--- config.mk ---
export PLATFORM = sky130hd
export DESIGN_NAME = pc_sequencer
export DESIGN_NICKNAME = d
export VERILOG_FILES = /design/src/rtl/pc_sequencer.sv
export SDC_FILE = /design/constraint.sdc
export NUM_CORES = 1
export LEC_CHECK = 0
export ABC_AREA = 1
export BUFFER_PORTS_ARGS = -buffer_cell sky130_fd_sc_hd__buf_4
export CORE_MARGIN = 4
export CORE_UTILIZATION = 53
export CTS_CLUSTER_SIZE = 14
export DETAILED_ROUTE_END_ITERATION = 16
export GPL_TIMING_DRIVEN = 0
export PLACE_DENSITY = 0.95
export SKIP_CTS_REPAIR_TIMING = 1
export SLEW_MARGIN = 15
export SYNTH_ARGS = -nofsm -noshare
export SYNTH_HDL_FRONTEND = slang
export SYNTH_SLANG_ARGS = --single-unit
--- constraint.sdc ---
create_clock -name clk -period 2.25 [get_ports clk]
set_input_delay 0 -clock clk [delete_from_list [all_inputs] [get_ports clk]]
set_output_delay 0 -clock clk [all_outputs]
set_load 0.02 [all_outputs]
--- src/rtl/pc_sequencer.sv ---
// pc_sequencer: program-counter sequencer with a RUN / FLUSH / HALT state machine.
// Handles sequential fetch, branch/JAL and JALR redirects with a timed flush
// window, trap entry into HALT, and resume out of HALT.
// Optional feature macro: MISALIGN_TRAP_EN. When it is defined, a misaligned
// redirect target traps instead of being silently aligned.
module pc_sequencer #(
  parameter logic [31:0] RESET_PC     = 32'h0000_0000,
  parameter logic [31:0] TRAP_VECTOR  = 32'h0000_0100,
  parameter int          FLUSH_CYCLES = 2
) (
  input  logic        clk,
  input  logic        rst,
  input  logic [1:0]  pc_selection,
  input  logic [31:0] branch_target,
  input  logic [31:0] alu_result,
  input  logic        stall,
  input  logic        resume,
  output logic [31:0] pc,
  output logic [31:0] pc_plus4,
  output logic        flush,
  output logic        halted,
  output logic        misaligned
);

  typedef enum logic [1:0] {
    ST_RUN   = 2'b00,
    ST_FLUSH = 2'b01,
    ST_HALT  = 2'b10
  } state_t;

  localparam logic [1:0] SEL_SEQ  = 2'b00;
  localparam logic [1:0] SEL_JALR = 2'b01;
  localparam logic [1:0] SEL_BR   = 2'b10;
  localparam logic [1:0] SEL_TRAP = 2'b11;

  // Flush counter load value; the counter is 3 bits wide to cover 1..7.
  localparam logic [2:0] FLUSH_LOAD = 3'(FLUSH_CYCLES);

  state_t      state_q, state_d;
  logic [31:0] pc_q, pc_d;
  logic [2:0]  cnt_q, cnt_d;
  logic        flush_q, flush_d;
  logic        halted_q, halted_d;
  logic        misaligned_q, misaligned_d;

  logic [31:0] pc_inc_s;
  logic [31:0] target_s;
  logic        redirect_s;

`ifdef MISALIGN_TRAP_EN
  // A redirect target is misaligned when it is not on a 4-byte boundary.
  function automatic logic is_misaligned(input logic [31:0] addr);
    return (addr[1:0] != 2'b00);
  endfunction
`endif

  // Sequential successor; the 32-bit add wraps naturally at the top of memory.
  assign pc_inc_s = pc_q + 32'd4;
  assign pc_plus4 = pc_inc_s;

  assign pc         = pc_q;
  assign flush      = flush_q;
  assign halted     = halted_q;
  assign misaligned = misaligned_q;

  // Select the raw redirect target: JALR clears bit 0 of rs1+imm, branches use the adder.
  always_comb begin
    target_s   = branch_target;
    redirect_s = 1'b0;
    if (pc_selection == SEL_JALR) begin
      target_s   = alu_result & 32'hFFFF_FFFE;
      redirect_s = 1'b1;
    end else if (pc_selection == SEL_BR) begin
      target_s   = branch_target;
      redirect_s = 1'b1;
    end else begin
      target_s   = branch_target;
      redirect_s = 1'b0;
    end
  end

  // Next-state logic: everything holds unless the pipeline is unstalled.
  always_comb begin
    state_d      = state_q;
    pc_d         = pc_q;
    cnt_d        = cnt_q;
    flush_d      = flush_q;
    halted_d     = halted_q;
    misaligned_d = misaligned_q;
    if (!stall) begin
      case (state_q)
        ST_RUN: begin
          if (pc_selection == SEL_TRAP) begin
            pc_d     = TRAP_VECTOR;
            halted_d = 1'b1;
            flush_d  = 1'b0;
            state_d  = ST_HALT;
          end else if (redirect_s) begin
`ifdef MISALIGN_TRAP_EN
            if (is_misaligned(target_s)) begin
              pc_d         = TRAP_VECTOR;
              halted_d     = 1'b1;
              misaligned_d = 1'b1;
              flush_d      = 1'b0;
              state_d      = ST_HALT;
            end else begin
              pc_d    = target_s;
              cnt_d   = FLUSH_LOAD;
              flush_d = 1'b1;
              state_d = ST_FLUSH;
            end
`else
            pc_d    = target_s & 32'hFFFF_FFFC;
            cnt_d   = FLUSH_LOAD;
            flush_d = 1'b1;
            state_d = ST_FLUSH;
`endif
          end else begin
            pc_d = pc_inc_s;
          end
        end
        ST_FLUSH: begin
          pc_d = pc_inc_s;
          if (cnt_q <= 3'd1) begin
            cnt_d   = 3'd0;
            flush_d = 1'b0;
            state_d = ST_RUN;
          end else begin
            cnt_d   = cnt_q - 3'd1;
            flush_d = 1'b1;
          end
        end
        ST_HALT: begin
          flush_d = 1'b0;
          if (resume) begin
            halted_d     = 1'b0;
            misaligned_d = 1'b0;
            state_d      = ST_RUN;
          end else begin
            halted_d = 1'b1;
          end
        end
        default: begin
          // Unreachable encoding: recover to a clean RUN state.
          state_d  = ST_RUN;
          cnt_d    = 3'd0;
          flush_d  = 1'b0;
          halted_d = 1'b0;
        end
      endcase
    end else begin
      state_d = state_q;
    end
  end

  // State and output registers with asynchronous active-low reset.
  always_ff @(posedge clk or negedge rst) begin
    if (!rst) begin
      state_q      <= ST_RUN;
      pc_q         <= RESET_PC;
      cnt_q        <= 3'd0;
      flush_q      <= 1'b0;
      halted_q     <= 1'b0;
      misaligned_q <= 1'b0;
    end else begin
      state_q      <= state_d;
      pc_q         <= pc_d;
      cnt_q        <= cnt_d;
      flush_q      <= flush_d;
      halted_q     <= halted_d;
      misaligned_q <= misaligned_d;
    end
  end

endmodule

Yosys cells after proc, flatten, opt, wreduce, memory -nomap -nowiden
Cells that the tools add are included.

storage, ports and cells
  output and inout bits = 67
  bits in registers = 39
  word-level logic and storage cells = 51

operators by class
  $lt $le $gt $ge = 1
  reduce and logical (&&, ||, !) cells = 7
  multiplexer cells = 22
  equality and inequality tests = 11
  bitwise gates (word level) = 3
  add/subtract/negate cells = 2

operator list
  kind                                                                               count
  32-bit 2-to-1 mux                                                                  3
  32-bit case mux with 2 select lines                                                1
  32-bit by 3-bit adder with 32-bit output (second input constant)                   1
  2-bit != test (second input constant)                                              5
  3-bit 2-to-1 mux                                                                   3
  3-bit case mux with 3 select lines                                                 1
  2-bit 2-to-1 mux                                                                   4
  4-bit AND reduction                                                                2
  1-bit 2-to-1 mux                                                                   7
  2-bit == test (second input constant)                                              3
  2-bit case mux with 3 select lines                                                 1
  2-bit by 1-bit == test with 1-bit output (second input constant)                   2
  2-bit AND reduction                                                                2
  3-bit by 1-bit less-or-equal comparator with 1-bit output (second input constant)  1
  3-bit != test (second input constant)                                              1
  1-bit NOT                                                                          3
  1-bit case mux with 3 select lines                                                 1
  3-bit AND reduction                                                                1
  3-bit by 1-bit subtractor with 3-bit output (second input constant)                1
  2-bit zero test                                                                    1
  1-bit case mux with 2 select lines                                                 1
  2-bit nonzero test                                                                 1

Depth between registers and ports, before layout
  depth in word-level cells = 6
  gate-level depth with buffers = 10

Worst setup path before layout
No wires, ideal clock.

  path type = register to register
  start point = register pc_q[3], in the netlist pc[3]
  end point = register pc_q[10], in the netlist pc[10]
  cell stages (with the launch flop) = 8
  required time = 2167 ps
  library setup time = 83 ps
  setup slack = 552 ps
  data arrival time = 1616 ps
  period minus slack after synthesis = 1698 ps
  cell sequence = dfrtp_1 ha_1 nand2_1 nor2_2 nand2_2 xor2_1 o21ai_0 o21ai_0

on the way
  word-level cells in the longest chain between the ends = 4

ends and longest elaborated chain
  item                                        line  text
  start: declaration                          40    logic [31:0] pc_q, pc_d;
  start signal: assignment                    167   pc_q <= pc_d;
  32-bit by 3-bit adder with 32-bit output *  58    assign pc_inc_s = pc_q + 32'd4;
  net pc_plus4[10]                            19    output logic [31:0] pc_plus4,
  32-bit 2-to-1 mux                           98    end else if (redirect_s) begin
  32-bit 2-to-1 mux                           93    if (pc_selection == SEL_TRAP) begin
  32-bit case mux with 2 select lines *       91    case (state_q)

The timed path passes the listed nets; every way through them passes the cells marked *.
A chain may end at the register's enable or synchronous reset.

Worst setup path in the final report
  start point = register pc_q[3], in the netlist pc[3]
  end point = output port pc_plus4[24]

on the way
  word-level cells in the longest chain between the ends = 1

ends and longest elaborated chain
  item                                      line
  32-bit by 3-bit adder with 32-bit output  58
  end: declaration                          19

Every way passes these cells.

==> impl_results.md <==
- Outcome: completed
- Layout cells sized above 1: 23.8%
- Combinational power share: 61.9%
- Avg WL per Cell: 15.2 microns
- Layout Nets: 790
- Die Height: 87.4 microns
- Register area share after synthesis: 27.7%
- CP max-delay cell: dfrtp_1
- Kind of critical path: reg -> out
- Setup TNS Final: 0 ns
- Ant. Diodes: 0
- Worst Hold Path EP: halted
- Final GP Congestion: 0.932
- Final Skew: 0.00829 ns
- Mapped Cells: 575
- Critical Path Most Common Cell: nand2_1
- Largest family of logic cells by synthesized area: simple AND/OR/NAND/NOR gates
- I/O Buffers: 127
- Synthesized area: 0.00334 sq mm
- YS warnings: 0
- Switching part of the total: 51.6%
- 1st-iter DRT viols: 404
- NetSw: 2.92 mW
- Vias in the first global route: 4147
- Mux contribution to synthesized area: 0%
- Max_cap viols: 0
- Final Hold Viols: 0
- Int Power: 2.73 mW
- Core area: 0.00603 sq mm
- Remaining antenna violation count: 0
- Fin util: 75.4%
- Clock root buffer: clkbuf_8
- Critical-path maximum fanout: 5
- Final Critical Period: 1.97 ns
- Clk slew on worst S/H paths: 0.08 ns
- CTS tree: yes
- Power per Cell Area: 1240 mW/mm^2
- CP endpoint kind: output port
- Vias: 4408
- Num rows: 28
- Top cells by area, synth: dfrtp_1 (28%), nand2_1 (27%), nand3_1 (8.8%)
- Busiest grt layer: met2
- CTS Sinks: 37
- Num CTS Buffers: 5
- Clock latency on the worst-skew pair: 0.30 ns
- Simple-gate share of the synthesized area: 46.1%
- Overall routing resource usage: 31.3%
- Global-route wire length before repair: 19000 microns
- Antenna violations before repair: 0
- Total power: 5.65 mW
- #FFs+latches synth: 37
- Number of vias per cell: 5.58
- Buf+Inv Stages, Crit Path: 2
- Peak VDD IR: 1.16 mV
- Min-Delay Path Class: in -> reg
- Share of the synthesized area in the top cell type: 27.7%
- Worst R2R Setup Slack: 0.45 ns
- P_leak: 2.42 nW
- R2R Path Start: state_q[1]
- CTS max path bufs: 2
- GR met3 Demand/Resource: 5.58%
- Max Slew Vio Count: 0
- Crit-path leading delay family: simple AND/OR/NAND/NOR gates
- Slew @ Worst Pin: 0.567 ns
- GRT met1 Usage: 37.6%
- WP data arrival: 1.97 ns
- Most frequent cells after synthesis: nand2_1 (242), nand3_1 (59), inv_1 (46)
- Fmax: 0.509 GHz
- Xor and xnor area share after synthesis: 1.05%
- Synth Area per Inst: 5.81 sq um
- Hold Path Stages: 4
- Largest net degree at the start of global routing: 38
- Area leader, netlist: dfrtp_1
- Routed WL: 12000 microns
- Top-count cell post-synth: nand2_1
- Met2 usage: 55.1%
- Yosys cell types: 33
- EDFF count, synth: 0
- R2R cell count: 6
- # fillers: 504
- GRT overflow: 0
- Async set or reset register ratio after synthesis: 100%
- Area Overhead vs Synth: 36.1%
- Drt pass-1 iters: 7
- Worst rel slew slack: 62.2%
- Die footprint: 0.00763 sq mm
- Post-synthesis compound-gate area fraction: 12.9%
- DRC viols: 0
- Sequential Power Share: 25.5%
- CP required: 2.25 ns
- Die X: 87.4 microns
- H-tree levels: 2
- Boundary pin count: 137
- Clk pwr share: 12.6%
- CP peak stage delay: 0.46 ns
- Top FF cell, synth: dfrtp_1
- RSZ-0062 raised after global routing: no
- FF-to-FF End: pc[25]
- DP HPWL: 9460 microns
- Post-synthesis adder-cell area fraction: 2.25%
- Worst hold start: resume
- Tcrit/Tclk final: 87.4%
- Initial Util: 55.4%
- Crit-path cells: ha_1 -> nand2_1 -> inv_1 -> nand3_1 -> nor2_1 -> nand2_1 -> nand2_1 -> nand2_1 -> buf_4
- CP startpoint kind: register
- # setup viols final: 0
worst reg2reg max path: stages, from the launching register on:
cell      delay (ns)
dfrtp_1         0.49
nor2_2          0.32
inv_2           0.14
clkbuf_1        0.28
a21oi_1         0.35
nand2_1         0.10
nand2_1         0.06
through the flow:
step                      area (sq um)  std cells  hold WS (ns)  worst slack [ns]
final                             4550        790        0.0356             0.284
after global routing              4550        790        0.0280             0.126
after CTS                         4540        789        -0.315             0.334
after detailed placement          4400        781       0.00132             0.562
after global placement            4400        781      -0.00255             0.593
after floorplan                   3350        579        -0.296             0.552
how the worst max path moves through the flow:
stage / start / endpoint / slack (ns) / cells after the start
after global placement: state_q[1] / pc[25] / 0.59 / 6
after global routing: pc[3] / pc_plus4[28] / 0.13 / 9
after detailed placement: pc[3] / pc[26] / 0.56 / 10
after floorplan: pc[3] / pc[10] / 0.55 / 7
after CTS: pc[3] / pc_plus4[28] / 0.33 / 9
final: pc[3] / pc_plus4[24] / 0.28 / 9
area by class of cell:
class,count,area [sq um],area share (%)
plain buffers,26,136,3.00
clock buffers,5,68.8,1.51
clock inverters,3,65.1,1.43
inverters,51,194,4.27
multi-input cells,465,2100,46.2
flip-flops and latches,37,926,20.4
well taps,75,93.8,2.06
repair buffers,128,963,21.2
sequential cells by signal, indices dropped and copies added (netlist names):
register	cells
flush	1
state_q	2
cnt_q	3
halted	1
pc	30
power by group through the flow:
stage	clock network (mW)	registers (mW)	logic (mW)
after floorplan	0	1.62	1.78
after global placement	0	1.40	3.33
after detailed placement	0	1.43	3.44
after CTS	0.704	1.42	3.47
after global routing	0.732	1.48	3.79
final	0.711	1.44	3.50
layout by cell type, fill, tap and decap left out, drive strengths merged, types with 2 or more instances in the layout:
| cell | instances |
|---|---|
| a21oi | 40 |
| and2 | 3 |
| buf | 142 |
| bufinv | 2 |
| clkbuf | 16 |
| clkinv | 2 |
| conb | 5 |
| dfrtp | 37 |
| ha | 6 |
| inv | 50 |
| nand2 | 244 |
| nand3 | 59 |
| nand3b | 2 |
| nor2 | 53 |
| o21ai | 40 |
| or2 | 3 |
| xor2 | 3 |
cell families after synthesis:
kind of cell,Yosys count
fa+ha+maj,6
simple gates,366
flops,37
xor+xnor,4
other cells,1
buf+inv,77
compound gates,84
routing by layer:
layer	vias to the layer above	wire (microns)
met2	265	6000
met1	2012	4450
li1	2094	-
met5	-	0
met3	37	1210
met4	0	386
(Power assumes the default switching activity.)
